[src/rtl/src_fetch_pkg.sv]
// Shared types and constants for the source-operand fetch controller.
// Holds the FSM state encoding, default widths and their derived limits,
// and the increment applied to the source address when no stride is configured.
package src_fetch_pkg;

    typedef enum logic [1:0] {
        IDLE = 2'd0,
        REQ  = 2'd1,
        HOLD = 2'd2,
        DONE = 2'd3
    } state_t;

    localparam int N_DEF      = 10;
    localparam int LEN_W_DEF  = 6;
    localparam int DATA_W_DEF = 32;

    // Derived limits: address space wraps at ADDR_MAX, longest burst is CNT_MAX.
    localparam int ADDR_MAX = (1 << N_DEF) - 1;
    localparam int CNT_MAX  = (1 << LEN_W_DEF) - 1;

    localparam int DEFAULT_STRIDE = 1;

endpackage

[src/rtl/src_fetch_ctrl_if.sv]
// Handshake/bus bundle between the PIM controller, the array read port and the
// downstream operand consumer. slave = fetch controller view, master = environment.
// Optional macro SRC_STRIDE_EN adds the stride input.
import src_fetch_pkg::*;

interface src_fetch_ctrl_if #(
    parameter int N      = N_DEF,
    parameter int LEN_W  = LEN_W_DEF,
    parameter int DATA_W = DATA_W_DEF
);
    logic              PIM_start;
    logic [N-1:0]      base_addr;
    logic [LEN_W-1:0]  len;
    logic              Mov_load;
    logic [N-1:0]      MOV_in;
    logic              rd_req;
    logic [N-1:0]      rd_addr;
    logic              rd_ack;
    logic [DATA_W-1:0] rd_data;
    logic              out_valid;
    logic [DATA_W-1:0] out_data;
    logic              out_ready;
    logic              busy;
    logic              done;
`ifdef SRC_STRIDE_EN
    logic [N-1:0]      stride;
`endif

    modport slave (
        input  PIM_start, base_addr, len, Mov_load, MOV_in,
        input  rd_ack, rd_data, out_ready,
`ifdef SRC_STRIDE_EN
        input  stride,
`endif
        output rd_req, rd_addr, out_valid, out_data, busy, done
    );

    modport master (
        output PIM_start, base_addr, len, Mov_load, MOV_in,
        output rd_ack, rd_data, out_ready,
`ifdef SRC_STRIDE_EN
        output stride,
`endif
        input  rd_req, rd_addr, out_valid, out_data, busy, done
    );

endinterface

[src/rtl/src_addr_cnt.sv]
// Source address register: start-load > mov-load > increment by i_step > hold.
// Ports: clk/rst_n (sync active-low), load strobes + values, i_inc/i_step, o_addr.
// Arithmetic is unsigned and wraps modulo 2^N.
module src_addr_cnt #(
    parameter int N = 10
) (
    input  logic         clk,
    input  logic         rst_n,
    input  logic         i_load_start,
    input  logic [N-1:0] i_start_addr,
    input  logic         i_load_mov,
    input  logic [N-1:0] i_mov_addr,
    input  logic         i_inc,
    input  logic [N-1:0] i_step,
    output logic [N-1:0] o_addr
);
    logic [N-1:0] r_addr;

    always_ff @(posedge clk) begin
        if (!rst_n)
            r_addr <= '0;
        else if (i_load_start)
            r_addr <= i_start_addr;
        else if (i_load_mov)
            r_addr <= i_mov_addr;
        else if (i_inc)
            r_addr <= r_addr + i_step;
    end

    assign o_addr = r_addr;

endmodule

[src/rtl/src_fetch_ctrl.sv]
// Source-operand fetch controller: issues one array read per element (req/ack),
// then presents each word downstream (valid/ready); 1 cycle start->rd_req, 2 cycles/element.
// Ports: clk, rst_n (sync active-low), bus (src_fetch_ctrl_if.slave). Optional macro SRC_STRIDE_EN.
import src_fetch_pkg::*;

module src_fetch_ctrl #(
    parameter int N      = N_DEF,
    parameter int LEN_W  = LEN_W_DEF,
    parameter int DATA_W = DATA_W_DEF
) (
    input  logic           clk,
    input  logic           rst_n,
    src_fetch_ctrl_if.slave bus
);
    state_t            r_state;
    logic [LEN_W-1:0]  r_cnt;
    logic              r_rd_req;
    logic [N-1:0]      r_rd_addr;
    logic              r_out_valid;
    logic [DATA_W-1:0] r_out_data;
    logic              r_busy;
    logic              r_done;

    logic              w_idle;
    logic              w_start_go;
    logic              w_mov_go;
    logic              w_ack_go;
    logic [N-1:0]      w_step;
    logic [N-1:0]      w_src_addr;

    assign w_idle     = (r_state == IDLE);
    // An empty burst never touches the address register; it only pulses done.
    assign w_start_go = w_idle && bus.PIM_start && (bus.len != '0);
    // Start has priority over a simultaneous MOV load.
    assign w_mov_go   = w_idle && bus.Mov_load && !bus.PIM_start;
    assign w_ack_go   = (r_state == REQ) && bus.rd_ack;

`ifdef SRC_STRIDE_EN
    logic [N-1:0] r_stride;

    always_ff @(posedge clk) begin
        if (!rst_n)
            r_stride <= N'(DEFAULT_STRIDE);
        else if (w_start_go)
            r_stride <= bus.stride;
    end

    assign w_step = r_stride;
`else
    assign w_step = N'(DEFAULT_STRIDE);
`endif

    src_addr_cnt #(.N(N)) u_addr (
        .clk          (clk),
        .rst_n        (rst_n),
        .i_load_start (w_start_go),
        .i_start_addr (bus.base_addr),
        .i_load_mov   (w_mov_go),
        .i_mov_addr   (bus.MOV_in),
        .i_inc        (w_ack_go),
        .i_step       (w_step),
        .o_addr       (w_src_addr)
    );

    always_ff @(posedge clk) begin
        if (!rst_n) begin
            r_state     <= IDLE;
            r_cnt       <= '0;
            r_rd_req    <= 1'b0;
            r_rd_addr   <= '0;
            r_out_valid <= 1'b0;
            r_out_data  <= '0;
            r_busy      <= 1'b0;
            r_done      <= 1'b0;
        end else begin
            r_done <= 1'b0;
            case (r_state)
                IDLE: begin
                    if (bus.PIM_start) begin
                        if (bus.len != '0) begin
                            r_state   <= REQ;
                            r_cnt     <= bus.len;
                            r_rd_req  <= 1'b1;
                            r_rd_addr <= bus.base_addr;
                            r_busy    <= 1'b1;
                        end else begin
                            r_done <= 1'b1;
                        end
                    end
                end
                REQ: begin
                    if (bus.rd_ack) begin
                        r_out_data  <= bus.rd_data;
                        r_out_valid <= 1'b1;
                        r_cnt       <= r_cnt - LEN_W'(1);
                        r_rd_req    <= 1'b0;
                        r_state     <= HOLD;
                    end
                end
                HOLD: begin
                    if (bus.out_ready) begin
                        r_out_valid <= 1'b0;
                        if (r_cnt != '0) begin
                            // Address register already advanced on the ack.
                            r_state   <= REQ;
                            r_rd_req  <= 1'b1;
                            r_rd_addr <= w_src_addr;
                        end else begin
                            r_state <= DONE;
                            r_done  <= 1'b1;
                        end
                    end
                end
                DONE: begin
                    r_busy  <= 1'b0;
                    r_state <= IDLE;
                end
                default: r_state <= IDLE;
            endcase
        end
    end

    assign bus.rd_req    = r_rd_req;
    assign bus.rd_addr   = r_rd_addr;
    assign bus.out_valid = r_out_valid;
    assign bus.out_data  = r_out_data;
    assign bus.busy      = r_busy;
    assign bus.done      = r_done;

endmodule

[src/flat_wrapper.sv]
// flat-port wrapper written by rule: the top's interface ports become plain ports
module src_fetch_ctrl_flat 
#(
    parameter int N      = N_DEF,
    parameter int LEN_W  = LEN_W_DEF,
    parameter int DATA_W = DATA_W_DEF
)
  (clk, rst_n, bus_PIM_start, bus_base_addr, bus_len, bus_Mov_load, bus_MOV_in, bus_rd_ack, bus_rd_data, bus_out_ready, bus_rd_req, bus_rd_addr, bus_out_valid, bus_out_data, bus_busy, bus_done);
  src_fetch_ctrl_if #(.N(N), .LEN_W(LEN_W), .DATA_W(DATA_W)) bus_i ();
  input  logic clk;
  input  logic rst_n;
  input wire logic [$bits(bus_i.PIM_start)-1:0] bus_PIM_start;
  input wire logic [$bits(bus_i.base_addr)-1:0] bus_base_addr;
  input wire logic [$bits(bus_i.len)-1:0] bus_len;
  input wire logic [$bits(bus_i.Mov_load)-1:0] bus_Mov_load;
  input wire logic [$bits(bus_i.MOV_in)-1:0] bus_MOV_in;
  input wire logic [$bits(bus_i.rd_ack)-1:0] bus_rd_ack;
  input wire logic [$bits(bus_i.rd_data)-1:0] bus_rd_data;
  input wire logic [$bits(bus_i.out_ready)-1:0] bus_out_ready;
  output wire logic [$bits(bus_i.rd_req)-1:0] bus_rd_req;
  output wire logic [$bits(bus_i.rd_addr)-1:0] bus_rd_addr;
  output wire logic [$bits(bus_i.out_valid)-1:0] bus_out_valid;
  output wire logic [$bits(bus_i.out_data)-1:0] bus_out_data;
  output wire logic [$bits(bus_i.busy)-1:0] bus_busy;
  output wire logic [$bits(bus_i.done)-1:0] bus_done;
  assign bus_i.PIM_start = bus_PIM_start;
  assign bus_i.base_addr = bus_base_addr;
  assign bus_i.len = bus_len;
  assign bus_i.Mov_load = bus_Mov_load;
  assign bus_i.MOV_in = bus_MOV_in;
  assign bus_i.rd_ack = bus_rd_ack;
  assign bus_i.rd_data = bus_rd_data;
  assign bus_i.out_ready = bus_out_ready;
  assign bus_rd_req = bus_i.rd_req;
  assign bus_rd_addr = bus_i.rd_addr;
  assign bus_out_valid = bus_i.out_valid;
  assign bus_out_data = bus_i.out_data;
  assign bus_busy = bus_i.busy;
  assign bus_done = bus_i.done;
  src_fetch_ctrl #(.N(N), .LEN_W(LEN_W), .DATA_W(DATA_W)) u_core (.clk(clk), .rst_n(rst_n), .bus(bus_i));
endmodule
[config.mk]
export PLATFORM = sky130hd
export DESIGN_NAME = src_fetch_ctrl_flat
export DESIGN_NICKNAME = d
export VERILOG_FILES = /design/src/rtl/src_fetch_pkg.sv /design/src/rtl/src_fetch_ctrl_if.sv /design/src/rtl/src_addr_cnt.sv /design/src/rtl/src_fetch_ctrl.sv /design/src/flat_wrapper.sv
export SDC_FILE = /design/constraint.sdc
export NUM_CORES = 1
export LEC_CHECK = 0
export ABC_AREA = 1
export CAP_MARGIN = 20
export CORE_UTILIZATION = 35
export CTS_CLUSTER_DIAMETER = 30
export DETAILED_ROUTE_END_ITERATION = 6
export GPL_TIMING_DRIVEN = 0
export SLEW_MARGIN = 20
export SYNTH_ARGS = -nofsm -noshare
export SYNTH_HDL_FRONTEND = slang
export SYNTH_SLANG_ARGS = --single-unit
[constraint.sdc]
create_clock -name clk -period 3.2 [get_ports clk]
set_input_delay 0.64 -clock clk [delete_from_list [all_inputs] [get_ports clk]]
set_output_delay 0.64 -clock clk [all_outputs]
set_load 0.005 [all_outputs]
Word-level counts from Yosys, hierarchy flattened. Index checks and enable logic that the tools add are counted.

Flip-flop bits (word level): 64. Output and inout port bits: 46. Logic and storage cells: 74.

$add $sub $neg: 2. Eq/ne operators: 8. Multiplexer cells: 33. Reduce and logical (&&, ||, !) cells: 22.

Operators with widths (count): 2-to-1 mux 10 bit (7); one-hot mux 10 bit (2 select lines) (1); 2-to-1 mux 6 bit (3); one-hot mux 6 bit (2 select lines) (1); nonzero test 6 bit (2); 2-to-1 mux 1 bit (11); adder 10 x 1 -> 10 bit (second input constant) (1); 2-to-1 mux 2 bit (5); != test 2 bit (second input constant) (4); one-hot mux 2 bit (4 select lines) (1); AND reduction 4 bit (2); nonzero test 2 bit (4); one-hot mux 1 bit (2 select lines) (3); AND reduction 3 bit (2); AND reduction 6 bit (1); nonzero test 3 bit (2); subtractor 6 x 1 -> 6 bit (second input constant) (1); logical AND 1 bit (5); AND reduction 5 bit (1); == test 2 bit (second input constant) (2); one-hot mux 1 bit (3 select lines) (1); == test 2 x 1 -> 1 bit (second input constant) (1); logical NOT 2 bit (1); != test 2 x 1 -> 1 bit (second input constant) (1); other kinds (2) (2).

Logic depth before layout (Yosys ltp). Gate-level depths: netlist (run 1).

Depth in word-level cells: 5. Depth in mapped cells: 10.

Modules after synthesis. From an unflattened synthesis (run 1), not the netlist that was laid out.

Cells, all modules: 499. Area total of the unflattened synthesis: 3373.2 µm².

Modules (own cells, without submodules): src_fetch_ctrl (instances 1, cells each 332, area each 2306.0 µm², seq. area each 1081.0 µm²); src_addr_cnt (instances 1, cells each 167, area each 1067.3 µm², seq. area each 200.2 µm²).

Least setup slack after synthesis (run 1). OpenSTA, ideal clock, no wires.

Kind: in2reg. From: input port bus_len[3]. To: register u_core.u_addr.r_addr[9] (netlist: u_core.u_addr.o_addr[9]). Setup time: 0.117 ns. Data arrival time: 1.567 ns. Setup slack: 1.516 ns. Stages: 7. Buffers on the path: 1. Cells stage by stage: nor2_1 nand3_1 nand2_4 nand3_2 buf_6 o21ai_0 nor2_1.

Longest elaborated chain between the ends: 3. Elaborated cells between the ends (all ways): 4. Classes of those cells: mux: 1; reduce/logical: 3.

Ends and longest elaborated chain: start: declaration (RTL line flat_wrapper.sv:14) `input wire logic [$bits(bus_i.len)-1:0] bus_len;`; nonzero test 6 bit (*) (RTL line src_fetch_ctrl.sv:33) `assign w_start_go = w_idle && bus.PIM_start && (bus.len != '0);`; logical AND 1 bit (*) (RTL line src_fetch_ctrl.sv:33); nonzero test 3 bit (no line) or 2-to-1 mux 10 bit (tied branches); end signal: assignment (RTL line src_addr_cnt.sv:23) `r_addr <= i_start_addr;`; end signal: assignment (RTL line src_addr_cnt.sv:25) `r_addr <= i_mov_addr;`; end signal: assignment (RTL line src_addr_cnt.sv:27) `r_addr <= r_addr + i_step;`; end: declaration (RTL line src_addr_cnt.sv:17) `logic [N-1:0] r_addr;`.

Every way passes the cells marked *; elsewhere a longest branch is shown, timed or not. A chain may end at the register's enable or synchronous reset.

Worst setup path in the final report (run 1).
From: input port bus_len[5]. To: register u_core.u_addr.r_addr[3] (netlist: u_core.u_addr.o_addr[3]).

Same word-level chain as after synthesis.

==> results_tabular.tex, run 1 <==
\begin{tabular}{lr}
\hline
Metric & Value \\
\hline
\multicolumn{2}{l}{\textbf{Final layout}} \\
\quad Count of inserted antenna diode cells & 0 \\
\quad Net count reported at finish & 648 \\
\quad Share of post-route cells with drive strength above 1 & between 7 and 8\% \\
\quad Area growth, synth to finish & 45.3\% \\
\quad Utilization of the core after routing & a little over half \\
\quad Count of filler cells inserted in the layout & 902 \\
\multicolumn{2}{l}{\textbf{Floorplanning}} \\
\quad Die Span Y & between 90 and 100 microns \\
\quad Placeable core area & 0.00864 sq mm \\
\quad Effective utilization at floorplan & 36.0\% \\
\quad Die area & 0.00926 sq mm \\
\quad Die outline width & 96.2 microns \\
\quad Number of top-level pins & 110 \\
\quad Core Rows & 34 \\
\multicolumn{2}{l}{\textbf{Clocking}} \\
\quad Clock network latency to the later pin of the worst-skew pair & between 300 and 400 ps \\
\quad Number of clock buffers inserted by TritonCTS & 9 \\
\quad Total of cells resized after clock tree synthesis & 0 \\
\quad Maximum clock path buffer count & 2 \\
\quad H-Tree Depth & 3 \\
\quad Clock sink total & 64 \\
\quad Postcts setup bufs & 0 \\
\quad Clock tree from TritonCTS & yes \\
\quad Hold buffer count at cts & 0 \\
\quad Library cell used as clock root buffer & clkbuf\_8 \\
\quad Clock-pin slew on the worst setup and hold paths & around 80 ps \\
\multicolumn{2}{l}{\textbf{STA}} \\
\quad RSZ-0062 raised after global routing & false \\
\quad Worst-margin pin slew & approximately 550 ps \\
\quad Tightest hold margin & 459 ps \\
\quad Clock skew after layout & 10.8 ps \\
\quad Count of endpoints failing hold in the final timing report & 0 \\
\quad Post-route setup TNS & 0 ps \\
\quad Period Utilization, post-route & 65.1\% \\
\quad Number of max-slew violations in the final report & 0 \\
\quad Post-route setup slack & about 1100 ps \\
\quad Slew Limit Headroom & 63.2\% \\
\quad Final setup violation count & 0 \\
\quad Maximum clock frequency & 0.480 GHz \\
\quad Min Tclk post-route & approximately 2100 ps \\
\multicolumn{2}{l}{\textbf{Drt}} \\
\quad DR iter-0 viols & 155 \\
\quad Post-route DRC & 0 \\
\quad Detailed-routing iteration count for the pre-antenna-repair pass & 5 \\
\quad Routed via count & 3,338 \\
\quad Number of routed nets with antenna violations & 0 \\
\quad DR WL/cell & 13.1 microns \\
\quad Post-detailed-route via-to-cell ratio & 4.80 \\
\quad Total Wirelength & approximately 9100 microns \\
\multicolumn{2}{l}{\textbf{Place}} \\
\quad Number of port buffers & 109 \\
\quad DPL Wire Length & 6720 microns \\
\quad Global placement routability congestion & around 0.86 \\
\quad DP Worst Slack & 747 ps \\
\multicolumn{2}{l}{\textbf{Global route}} \\
\quad Number of global-route vias before repair & 3,142 \\
\quad Largest net degree at the start of global routing & 13 \\
\quad Global-route wire length before repair & between 10,000 and 15,000 microns \\
\quad Global router's overall resource usage & about a fifth \\
\quad GR Overflow Total & 0 \\
\quad Antenna violations before repair & 0 \\
\multicolumn{2}{l}{\textbf{Logic synthesis}} \\
\quad Cell area after synthesis & 0.00311 sq mm \\
\quad Cell type with the largest total area after synthesis & dfxtp\_1 \\
\quad Ys flop type & dfxtp\_1 \\
\quad Syn Area/Cell & 6.72 sq um \\
\quad Top post-synthesis cells by area & dfxtp\_1, nand2\_1, a21oi\_1 \\
\quad Proportion of register bits with asynchronous set or reset after synthesis & 0\% \\
\quad Unique cell type count in the Yosys netlist & 32 \\
\quad Number of standard cells after synthesis & approximately 460 \\
\quad Total nets after synthesis & 528 \\
\quad \#FFs+latches synth & 64 \\
\quad Area share of the leading cell type in the synthesized netlist & 41.2\% \\
\quad Post-synth EDFFs & 0 \\
\quad Total number of yosys warnings & 0 \\
\quad Share of synthesized area occupied by flip-flops and latches & 41.2\% \\
\multicolumn{2}{l}{\textbf{Worst setup path}} \\
\quad Peak fanout along the critical path & 10 \\
\quad Data required time of the critical path & 3430 ps \\
\quad Data arrival time at the worst-slack endpoint & 2320 ps \\
\quad Critical path launch point type & primary input \\
\quad Category of the critical setup timing path & primary input to flip-flop \\
\quad Reg2Reg Setup Slack & 1610 ps \\
\quad Critical Path Sink Type & flip-flop \\
\multicolumn{2}{l}{\textbf{Power and ir drop}} \\
\quad Largest voltage drop on the vdd net & between 0.15 and 0.2 mV \\
\quad Power consumption & 2.13 mW \\
\quad Cell Pwr Density & 471 mW/mm\^{}2 \\
\quad Reported leakage power & 1.81 nW \\
\multicolumn{2}{l}{\textbf{Job}} \\
\quad Max capacitance violation total & 0 \\
\multicolumn{2}{l}{\textbf{Run status}} \\
\quad Result of the run & finished clean \\
\multicolumn{2}{l}{\textbf{Min path}} \\
\quad Hold/Removal Path Class & flip-flop to flip-flop \\
\hline
\end{tabular}
[Yosys cell counts (2+ instances only)]
| master | count |
|---|---|
| clkbuf_1 | 8 |
| nand4_1 | 2 |
| buf_6 | 3 |
| nor2_2 | 4 |
| xor2_1 | 3 |
| nor2_1 | 30 |
| o21ai_0 | 31 |
| nand3_1 | 30 |
| dfxtp_1 | 64 |
| nand2_1 | 153 |
| o21ai_1 | 2 |
| nand2_4 | 3 |
| a31oi_1 | 3 |
| buf_4 | 2 |
| buf_2 | 4 |
| ha_1 | 2 |
| inv_2 | 4 |
| a21oi_1 | 60 |
| inv_1 | 41 |
[per-stage QoR]
step / cells / cell area [sq um]
after detailed placement: 679 / 4330
final: 695 / 4510
after CTS: 695 / 4510
after global placement: 679 / 4330
after global routing: 695 / 4510
after floorplan: 462 / 3110
[per-layer routing]
layer	wire length, microns	track usage, %	vias up
li1	-	-	1719
met1	3860	23.9	1504
met2	4280	33.6	106
met3	798	6.87	9
met4	140	10.6	0
met5	0	0	-
[registers in the layout, summed over array words and instances (netlist names)]
register,cells
u_core.r_state,2
u_core.bus.out_data,32
u_core.bus.rd_req,1
u_core.bus.busy,1
u_core.u_addr.o_addr,10
u_core.bus.rd_addr,10
u_core.bus.out_valid,1
u_core.r_cnt,6
u_core.bus.done,1
[kinds of logic after synthesis]
family | after synthesis | synth area share, %
buffers and inverters | 65 | 9.30
adder cells (fa/ha/maj) | 2 | 0.805
XOR/XNOR | 3 | 0.846
flip-flops | 64 | 41.2
AO/OA/AOI/OAI | 100 | 16.6
AND/OR/NAND/NOR | 228 | 31.2
[critical path, cell delays in order]
cell and delay (ps):
clkdlybuf4s50_1 430, nor2_1 110, nand3_1 300, nand2_4 260
nand3_2 160, buf_6 190, o21ai_0 140, nor2_1 60
[power breakdown]
part / switching (mW) / leakage (nW) / internal (mW)
Sequential: 0.0582 / 0.524 / 0.869
Clock: 0.336 / 0.0887 / 0.303
Combinational: 0.291 / 1.19 / 0.270
[final cells by class]
class                           count  area, sq um  share of cell area, %
Timing Repair Buffer              109         1090                   24.2
Clock buffer                       10          138                   3.05
Tap cell                          108          135                   2.99
Clock inverter                      6         42.5                  0.943
Inverter                           46          173                   3.83
Buffer                             19          116                   2.58
Multi-Input combinational cell    333         1540                   34.0
Sequential cell                    64         1280                   28.4
[final timing paths]
| check | to | from | depth (start not counted) |
|---|---|---|---|
| worst max-delay path | u_core.u_addr.o_addr[3]$_SDFFE_PN0P_ | bus_len[5] | 8 |
| worst max register to register | u_core.u_addr.o_addr[5]$_SDFFE_PN0P_ | u_core.r_state[0]$_SDFFE_PN0P_ | 9 |
| worst min register to register | u_core.bus.rd_req$_SDFFE_PN0P_ | u_core.bus.rd_req$_SDFFE_PN0P_ | 2 |
| worst min-delay path | u_core.bus.rd_req$_SDFFE_PN0P_ | u_core.bus.rd_req$_SDFFE_PN0P_ | 2 |
[cell usage in the layout, fill, tap and decap left out, types with 2 or more instances in the layout]
cell             instances
nand2_1                153
clkdlybuf4s50_1        109
dfxtp_1                 64
a21oi_1                 60
inv_1                   41
o21ai_0                 31
nor2_1                  30
nand3_1                 30
clkbuf_8                11
clkbuf_1                 8
inv_2                    4
buf_2                    4
nor2_2                   4
nand2_4                  3
buf_6                    3
xor2_1                   3
a31oi_1                  3
nand4_1                  2
buf_4                    2
o21ai_1                  2
ha_1                     2
clkinv_2                 2
clkinvlp_4               2
Power figures use the tool's default switching activity.
==> inputs of run 2 (changes only) <==
Settings changed: PLACE_DENSITY from default to 0.67.
Clock period 3.2 ns to 1.78 ns, I/O delays scaled along.
==> run 2 against run 1 <==
Core utilization increased by 0.72 points. Critical path depth is the same. Cell area up 1.4%. Routed wire length is 0.89% lower. Sequential share of layout area is 0.39 points lower. Critical path type unchanged.
==> results_tabular.tex, run 2 (synthesis gave the netlist of run 1 again) <==
\begin{tabular}{lr}
\hline
Metric & Value \\
\hline
\multicolumn{2}{l}{\textbf{Run status}} \\
\quad Result of the run & finished clean \\
\multicolumn{2}{l}{\textbf{Global route}} \\
\quad Met3 usage in global routing & 7.19\% (+0.32 points) \\
\quad Antenna violations before repair & 0 (unchanged) \\
\quad Global router's overall resource usage & 20.5\% (-0.090 points) \\
\quad GR Overflow Total & 0 (unchanged) \\
\quad Met2 demand-to-capacity share in global routing & 33.9\% (+0.35 points) \\
\quad GR Util met1 & 23.7\% (-0.22 points) \\
\quad Busiest layer in global routing & met2 \\
\quad Largest net degree at the start of global routing & 12 (-1) \\
\quad Number of global-route vias before repair & 3,192 (+1.6\%) \\
\quad Global-route wire length before repair & 14,500 microns (+0.43\%) \\
\multicolumn{2}{l}{\textbf{STA}} \\
\quad Number of max-slew violations in the final report & 0 (unchanged) \\
\quad Min Tclk post-route & 1630 ps \\
\quad RSZ-0062 raised after global routing & false \\
\quad Final setup violation count & 0 (unchanged) \\
\quad Post-route setup TNS & 0 ps (unchanged) \\
\quad Clock skew after layout & 6.00 ps (-4.80 ps) \\
\quad Period Utilization, post-route & between 90\% and 100\% \\
\quad Worst-margin pin slew & 525 ps (-26.8 ps) \\
\quad Maximum clock frequency & 0.613 GHz \\
\quad Tightest hold margin & 458 ps (-1.06 ps) \\
\quad Post-route setup slack & 149 ps (-969 ps) \\
\quad Count of endpoints failing hold in the final timing report & 0 (unchanged) \\
\quad Slew Limit Headroom & 65.0\% (+1.8 points) \\
\multicolumn{2}{l}{\textbf{Place}} \\
\quad DP Worst Slack & -367 ps (-1110 ps) \\
\quad DPL Wire Length & 6780 microns (+0.91\%) \\
\quad Number of port buffers & 109 (unchanged) \\
\quad Placement-stage cell area & 0.00433 sq mm (unchanged) \\
\quad Global placement routability congestion & 0.880 (+2.7\%) \\
\quad Number of cells after detailed placement & 679 (unchanged) \\
\multicolumn{2}{l}{\textbf{Drt}} \\
\quad Routed via count & 3,351 (+0.39\%) \\
\quad Detailed-routing iteration count for the pre-antenna-repair pass & 4 (-1) \\
\quad Number of routed nets with antenna violations & 0 (unchanged) \\
\quad Total Wirelength & 9000 microns (-0.89\%) \\
\quad Post-detailed-route via-to-cell ratio & 4.81 (+0.25\%) \\
\quad DR iter-0 viols & 144 (-7.1\%) \\
\quad DR WL/cell & 12.9 microns (-1.0\%) \\
\quad Post-route DRC & 0 (unchanged) \\
\multicolumn{2}{l}{\textbf{Clocking}} \\
\quad Hold buffer count at cts & 0 (unchanged) \\
\quad Clock tree from TritonCTS & yes \\
\quad Clock sink total & 64 (unchanged) \\
\quad Clock network latency to the later pin of the worst-skew pair & 340 ps (about the same) \\
\quad Clock-pin slew on the worst setup and hold paths & 70 ps (about the same) \\
\quad H-Tree Depth & 3 (unchanged) \\
\quad Number of clock buffers inserted by TritonCTS & 9 (unchanged) \\
\quad Maximum clock path buffer count & 2 (unchanged) \\
\quad Library cell used as clock root buffer & clkbuf\_8 \\
\multicolumn{2}{l}{\textbf{Final layout}} \\
\quad Share of post-route cells with drive strength above 1 & 7.48\% (+0.33 points) \\
\quad Area growth, synth to finish & 47.3\% \\
\quad Count of inserted antenna diode cells & 0 (unchanged) \\
\quad Net count reported at finish & 649 (+0.15\%) \\
\quad Leading cell type in the layout, fill and taps excluded & nand2\_1 \\
\quad Register cell area after layout & 0.00128 sq mm (unchanged) \\
\quad Area of all placed cells without fillers & 0.00458 sq mm (+1.4\%) \\
\quad Cell Count, Final, Fillers Out & 696 (+0.14\%) \\
\quad Leading cell types in the layout, fill and taps excluded & nand2\_1, clkdlybuf4s50\_1, dfxtp\_1, a21oi\_1, inv\_1 \\
\quad Max reg flops & 32 (unchanged) \\
\quad Utilization of the core after routing & 53.0\% (+0.72 points) \\
\quad Area of the multi-input gates & 0.00154 sq mm (+0.33\%) \\
\quad Count of filler cells inserted in the layout & 873 (-3.2\%) \\
\multicolumn{2}{l}{\textbf{Worst setup path}} \\
\quad Reg2Reg Setup Slack & 210 ps (-1400 ps) \\
\quad Library cell contributing the largest single delay on the critical path & clkdlybuf4s50\_1 \\
\quad Number of cell instances on the worst register-to-register path & 9 (unchanged) \\
\quad Capture point of the critical path & u\_core.r\_state[1]\$\_SDFFE\_PN0P\_ \\
\quad Cell-by-cell trace of the critical path & clkdlybuf4s50\_1, nor2\_1, nand3\_2, nand2\_1, nand2\_1, buf\_4, nand2\_1, a211oi\_1 \\
\quad Worst path max stage delay & 510 ps (+80 ps) \\
\quad Worst reg2reg startpoint & u\_core.r\_state[1]\$\_SDFFE\_PN0P\_ \\
\quad Data arrival time at the worst-slack endpoint & 1880 ps (-440 ps) \\
\quad Critical path launch point type & primary input \\
\quad Data required time of the critical path & 2030 ps (-1400 ps) \\
\quad Peak fanout along the critical path & 10 (unchanged) \\
\quad Critical path startpoint & bus\_len[4] \\
\quad Critical Path Sink Type & flip-flop \\
\quad Endpoint of the worst-slack reg-to-reg timing path & u\_core.u\_addr.o\_addr[5]\$\_SDFFE\_PN0P\_ \\
\quad Top cell by count, worst path & nand2\_1 \\
\quad Category of the critical setup timing path & primary input to flip-flop \\
\multicolumn{2}{l}{\textbf{Power and ir drop}} \\
\quad Switching pwr & 1.23 mW (+79\%) \\
\quad Cell Pwr Density & 905 mW/mm\^{}2 (+92\%) \\
\quad Power consumption & 4.14 mW (+95\%) \\
\quad Proportion of power drawn by flip-flops and latches & 40.3\% (-3.3 points) \\
\quad Power share of the clock group & 35.3\% (+5.3 points) \\
\quad Largest voltage drop on the vdd net & 0.462 mV (+150\%) \\
\quad Proportion of power drawn by combinational gates & 24.4\% (-1.9 points) \\
\quad Cell-internal power & 2.91 mW (+100\%) \\
\quad Reported leakage power & 1.84 nW (+2.0\%) \\
\quad Switching power share of the total & 29.6\% (-2.5 points) \\
\multicolumn{2}{l}{\textbf{Floorplanning}} \\
\quad Placeable core area & 0.00864 sq mm (unchanged) \\
\quad Number of top-level pins & 110 (unchanged) \\
\quad Die Span Y & 96.2 microns (unchanged) \\
\quad Die area & 0.00926 sq mm (unchanged) \\
\quad Core Rows & 34 (unchanged) \\
\quad Die outline width & 96.2 microns (unchanged) \\
\quad Effective utilization at floorplan & 36.0\% (unchanged) \\
\multicolumn{2}{l}{\textbf{Min path}} \\
\quad Hold/Removal Path Class & flip-flop to flip-flop \\
\multicolumn{2}{l}{\textbf{Job}} \\
\quad Max capacitance violation total & 0 (unchanged) \\
\hline
\end{tabular}
-- run 2: changes by cell type in the layout (fill, tap and decap cells not counted) --
cell	before	now
nand3_2	1	2
bufinv_16	0	2
clkinvlp_4	2	0
buf_4	2	3
inv_6	1	0
clkbuf_8	11	12
nand3_1	30	29
-- run 2: cell type report --
type                            count  share of cell area (%)
Timing Repair Buffer              110                    24.0
Clock inverter                      5                    1.72
Buffer                             19                    2.54
Inverter                           46                    3.77
Clock buffer                       11                    3.31
Multi-Input combinational cell    333                    33.7
Tap cell                          108                    2.95
Sequential cell                    64                    28.0
-- run 2: worst min-delay path by stage --
stage | from | end | slack, ps | cells after the start
CTS | u_core.bus.rd_req$_SDFFE_PN0P_ | u_core.bus.rd_req$_SDFFE_PN0P_ | 460 | 2
global route | u_core.bus.out_data[27]$_SDFFE_PN0P_ | u_core.bus.out_data[27]$_SDFFE_PN0P_ | 470 | 2
floorplan | u_core.bus.rd_req$_SDFFE_PN0P_ | u_core.bus.rd_req$_SDFFE_PN0P_ | 440 | 2
detailed placement | u_core.bus.rd_req$_SDFFE_PN0P_ | u_core.bus.rd_req$_SDFFE_PN0P_ | 450 | 2
global placement | u_core.bus.rd_req$_SDFFE_PN0P_ | u_core.bus.rd_req$_SDFFE_PN0P_ | 450 | 2
finish | u_core.bus.rd_req$_SDFFE_PN0P_ | u_core.bus.rd_req$_SDFFE_PN0P_ | 460 | 2
-- run 2: power groups by stage --
stage | Sequential, mW | Clock (mW) | Combinational (mW)
detailed placement | 1.70 | 0 | 1.00
global placement | 1.69 | 0 | 0.990
global route | 1.69 | 1.55 | 1.14
floorplan | 1.68 | 0 | 0.573
finish | 1.67 | 1.46 | 1.01
CTS | 1.67 | 1.49 | 1.01
-- run 2: per-layer routing --
metal / part of all wire [%] / wire (microns)
met5: 0 / 0
met4: 2.1 / 187
met3: 9.0 / 811
met2: 47 / 4180
met1: 42 / 3810
-- run 2: critical path: cells and delay by family --
family                 cells  cell delay (ps)
AOI/OAI and AO/OA          1              210
and+or+nand+nor            5              580
buffers and inverters      2              720
-- run 2: repair_timing --
item | 4_1_cts | 5_1_grt
resized for setup | 1 | 0
setup buffers | 0 | 1
pin swaps | 0 | 1
setup endpoints to repair | 5 | 5
endpoints found under the hold margin | 0 | 0
==> inputs of run 3 (changes only) <==
--- a/config.mk
+++ b/config.mk
@@ -9,5 +9,4 @@
 export CAP_MARGIN = 20
 export CORE_UTILIZATION = 35
-export CTS_CLUSTER_DIAMETER = 30
 export DETAILED_ROUTE_END_ITERATION = 6
 export GPL_TIMING_DRIVEN = 0
==> constraint.sdc (replaced) <==
create_clock -name clk -period 1.78 [get_ports clk]
set_input_delay 0.178 -clock clk [delete_from_list [all_inputs] [get_ports clk]]
set_output_delay 0.178 -clock clk [all_outputs]
set_load 0.005 [all_outputs]
==> run 3 against run 2 <==
Clock-buffer cell count stayed put. Flip-flop and latch count stayed put. Hold slack worse by 77 ps.
==> results_tabular.tex, run 3 (synthesis gave the netlist of run 1 again) <==
\begin{tabular}{lr}
\hline
Metric & Value \\
\hline
\multicolumn{2}{l}{\textbf{Run status}} \\
\quad Result of the run & finished clean \\
\multicolumn{2}{l}{\textbf{Worst setup path}} \\
\quad Category of the critical setup timing path & flip-flop to flip-flop \\
\quad Worst reg2reg startpoint & u\_core.r\_state[1]\$\_SDFFE\_PN0P\_ \\
\quad Data required time of the critical path & 2000 ps (-30 ps) \\
\quad Critical path launch point type & flip-flop \\
\quad Data arrival time at the worst-slack endpoint & 1790 ps (-90 ps) \\
\quad Critical Path Sink Type & flip-flop \\
\quad Peak fanout along the critical path & 7 (-3) \\
\quad Number of cell instances on the worst register-to-register path & 9 (unchanged) \\
\quad Endpoint of the worst-slack reg-to-reg timing path & u\_core.u\_addr.o\_addr[5]\$\_SDFFE\_PN0P\_ \\
\quad Reg2Reg Setup Slack & 220 ps (about the same) \\
\quad Capture point of the critical path & u\_core.u\_addr.o\_addr[5]\$\_SDFFE\_PN0P\_ \\
\quad Critical path startpoint & u\_core.r\_state[1]\$\_SDFFE\_PN0P\_ \\
\multicolumn{2}{l}{\textbf{Clocking}} \\
\quad Clock network latency to the later pin of the worst-skew pair & 350 ps (about the same) \\
\quad Number of clock buffers inserted by TritonCTS & 9 (unchanged) \\
\quad Clock-pin slew on the worst setup and hold paths & 80 ps (about the same) \\
\quad Library cell used as clock root buffer & clkbuf\_8 \\
\quad Clock sink total & 64 (unchanged) \\
\quad H-Tree Depth & 3 (unchanged) \\
\quad Maximum clock path buffer count & 2 (unchanged) \\
\quad Clock tree from TritonCTS & yes \\
\multicolumn{2}{l}{\textbf{Drt}} \\
\quad Post-route DRC & 0 (unchanged) \\
\quad Detailed route wirelength on metal2 & 4130 microns (-1.4\%) \\
\quad Total Wirelength & 9000 microns (about the same) \\
\quad Met3 WL post-DR & 823 microns (+1.5\%) \\
\quad DR WL/cell & 13.0 microns (+0.21\%) \\
\quad Post-detailed-route via-to-cell ratio & 4.83 (+0.41\%) \\
\quad Routed via count & 3,360 (+0.27\%) \\
\quad Number of routed nets with antenna violations & 0 (unchanged) \\
\quad Detailed-routing iteration count for the pre-antenna-repair pass & 5 (+1) \\
\quad DR iter-0 viols & 159 (+10\%) \\
\quad Wire length the detailed router placed on met1 & 3840 microns (+0.66\%) \\
\quad Topmost layer with routed signal wires & met4 \\
\multicolumn{2}{l}{\textbf{Final layout}} \\
\quad Leading cell types in the layout, fill and taps excluded & nand2\_1, clkdlybuf4s50\_1, dfxtp\_1, a21oi\_1, inv\_1 \\
\quad Area growth, synth to finish & 47.0\% \\
\quad Leading cell type in the layout, fill and taps excluded & nand2\_1 \\
\quad Count of inserted antenna diode cells & 0 (unchanged) \\
\quad Area of all placed cells without fillers & 0.00457 sq mm (-0.16\%) \\
\quad Net count reported at finish & 648 (-0.15\%) \\
\quad Share of post-route cells with drive strength above 1 & 7.33\% (-0.16 points) \\
\quad Max reg flops & 32 (unchanged) \\
\multicolumn{2}{l}{\textbf{STA}} \\
\quad Slew Limit Headroom & 64.8\% (-0.15 points) \\
\quad RSZ-0062 raised after global routing & false \\
\quad Tightest hold margin & 380 ps (-77.4 ps) \\
\quad Period Utilization, post-route & 87.9\% (-3.8 points) \\
\quad Min Tclk post-route & 1560 ps (-67.2 ps) \\
\quad Post-route setup slack & 216 ps (+67.2 ps) \\
\quad Post-route setup TNS & 0 ps (unchanged) \\
\quad Worst-margin pin slew & 527 ps (+2.24 ps) \\
\quad Number of max-slew violations in the final report & 0 (unchanged) \\
\quad Final setup violation count & 0 (unchanged) \\
\quad Maximum clock frequency & 0.639 GHz (+4.3\%) \\
\quad Count of endpoints failing hold in the final timing report & 0 (unchanged) \\
\quad Clock skew after layout & 5.95 ps (-0.0494 ps) \\
\multicolumn{2}{l}{\textbf{Global route}} \\
\quad Antenna violations before repair & 0 (unchanged) \\
\quad Number of global-route vias before repair & 3,192 (unchanged) \\
\quad Largest net degree at the start of global routing & 12 (unchanged) \\
\quad GR Overflow Total & 0 (unchanged) \\
\quad Global router's overall resource usage & 20.5\% (unchanged) \\
\quad Global-route wire length before repair & 14,500 microns (unchanged) \\
\multicolumn{2}{l}{\textbf{Place}} \\
\quad DP Worst Slack & -189 ps (+178 ps) \\
\quad Global placement routability congestion & 0.880 (unchanged) \\
\quad Number of port buffers & 109 (unchanged) \\
\quad DPL Wire Length & 6780 microns (unchanged) \\
\quad Placement-stage cell area & 0.00433 sq mm (unchanged) \\
\multicolumn{2}{l}{\textbf{Floorplanning}} \\
\quad Effective utilization at floorplan & 36.0\% (unchanged) \\
\quad Die Span Y & 96.2 microns (unchanged) \\
\quad Number of top-level pins & 110 (unchanged) \\
\quad Placeable core area & 0.00864 sq mm (unchanged) \\
\quad Core Rows & 34 (unchanged) \\
\quad Die area & 0.00926 sq mm (unchanged) \\
\quad Die outline width & 96.2 microns (unchanged) \\
\multicolumn{2}{l}{\textbf{Power and ir drop}} \\
\quad Cell Pwr Density & 907 mW/mm\^{}2 (+0.15\%) \\
\quad Reported leakage power & 1.84 nW (-0.26\%) \\
\quad Largest voltage drop on the vdd net & 0.462 mV (about the same) \\
\quad Power consumption & 4.14 mW (about the same) \\
\multicolumn{2}{l}{\textbf{Job}} \\
\quad Max capacitance violation total & 0 (unchanged) \\
\multicolumn{2}{l}{\textbf{Min path}} \\
\quad Hold/Removal Path Class & primary input to flip-flop \\
\hline
\end{tabular}
==> run 3: routing by layer <==
| layer | up-vias | track usage (%) |
|---|---|---|
| met1 | 1511 | 23.7 |
| li1 | 1723 | - |
| met4 | 0 | 9.20 |
| met2 | 109 | 33.9 |
| met3 | 17 | 7.19 |
| met5 | - | 0 |
==> run 3: how the worst min path moves through the flow <==
stage                                         from                                    to  slack, ps  depth (start not counted)
floorplan                                    rst_n          u_core.r_cnt[2]$_SDFFE_PN0P_        320                          2
global placement    u_core.bus.rd_req$_SDFFE_PN0P_        u_core.bus.rd_req$_SDFFE_PN0P_        450                          2
detailed placement  u_core.bus.rd_req$_SDFFE_PN0P_        u_core.bus.rd_req$_SDFFE_PN0P_        450                          2
CTS                                 bus_rd_data[5]   u_core.bus.out_data[5]$_SDFFE_PN0P_        380                          3
global route                       bus_rd_data[21]  u_core.bus.out_data[21]$_SDFFE_PN0P_        390                          3
finish                              bus_rd_data[5]   u_core.bus.out_data[5]$_SDFFE_PN0P_        380                          3
==> run 3: metrics by stage <==
| step | instances | util [%] |
|---|---|---|
| final | 695 | 52.9 |
| after global routing | 695 | 52.9 |
| after CTS | 695 | 52.8 |
| after detailed placement | 679 | 50.2 |
| after global placement | 679 | 50.2 |
| after floorplan | 462 | - |
==> run 3: critical path: stages, from the launching register on <==
cell     delay, ps
dfxtp_1        430
nor2_2          90
nand2_1        260
inv_1          190
nand2_1        110
nand2_1         70
nor2_1         110
nor2_1          40
nor2_1          80
nor2_1          40
==> run 3: what timing repair did <==
item,in CTS,in global routing
setup endpoints to repair,0,4
buffers inserted,0,0
hold buffers,0,0
gates resized for setup,0,1
==> run 3: area by class of cell <==
type | instances | area, sq um
fillers | 874 | 4070
multi-input cells | 333 | 1540
flip-flops and latches | 64 | 1280
repair buffers | 109 | 1090
inverters | 46 | 173
clock buffers | 11 | 151
well taps | 108 | 135
plain buffers | 19 | 116
clock inverters | 5 | 78.8
==> run 3: power by group <==
group,internal [mW],switching (mW)
logic,0.486,0.523
registers,1.56,0.105
clock network,0.863,0.602
total,2.91,1.23
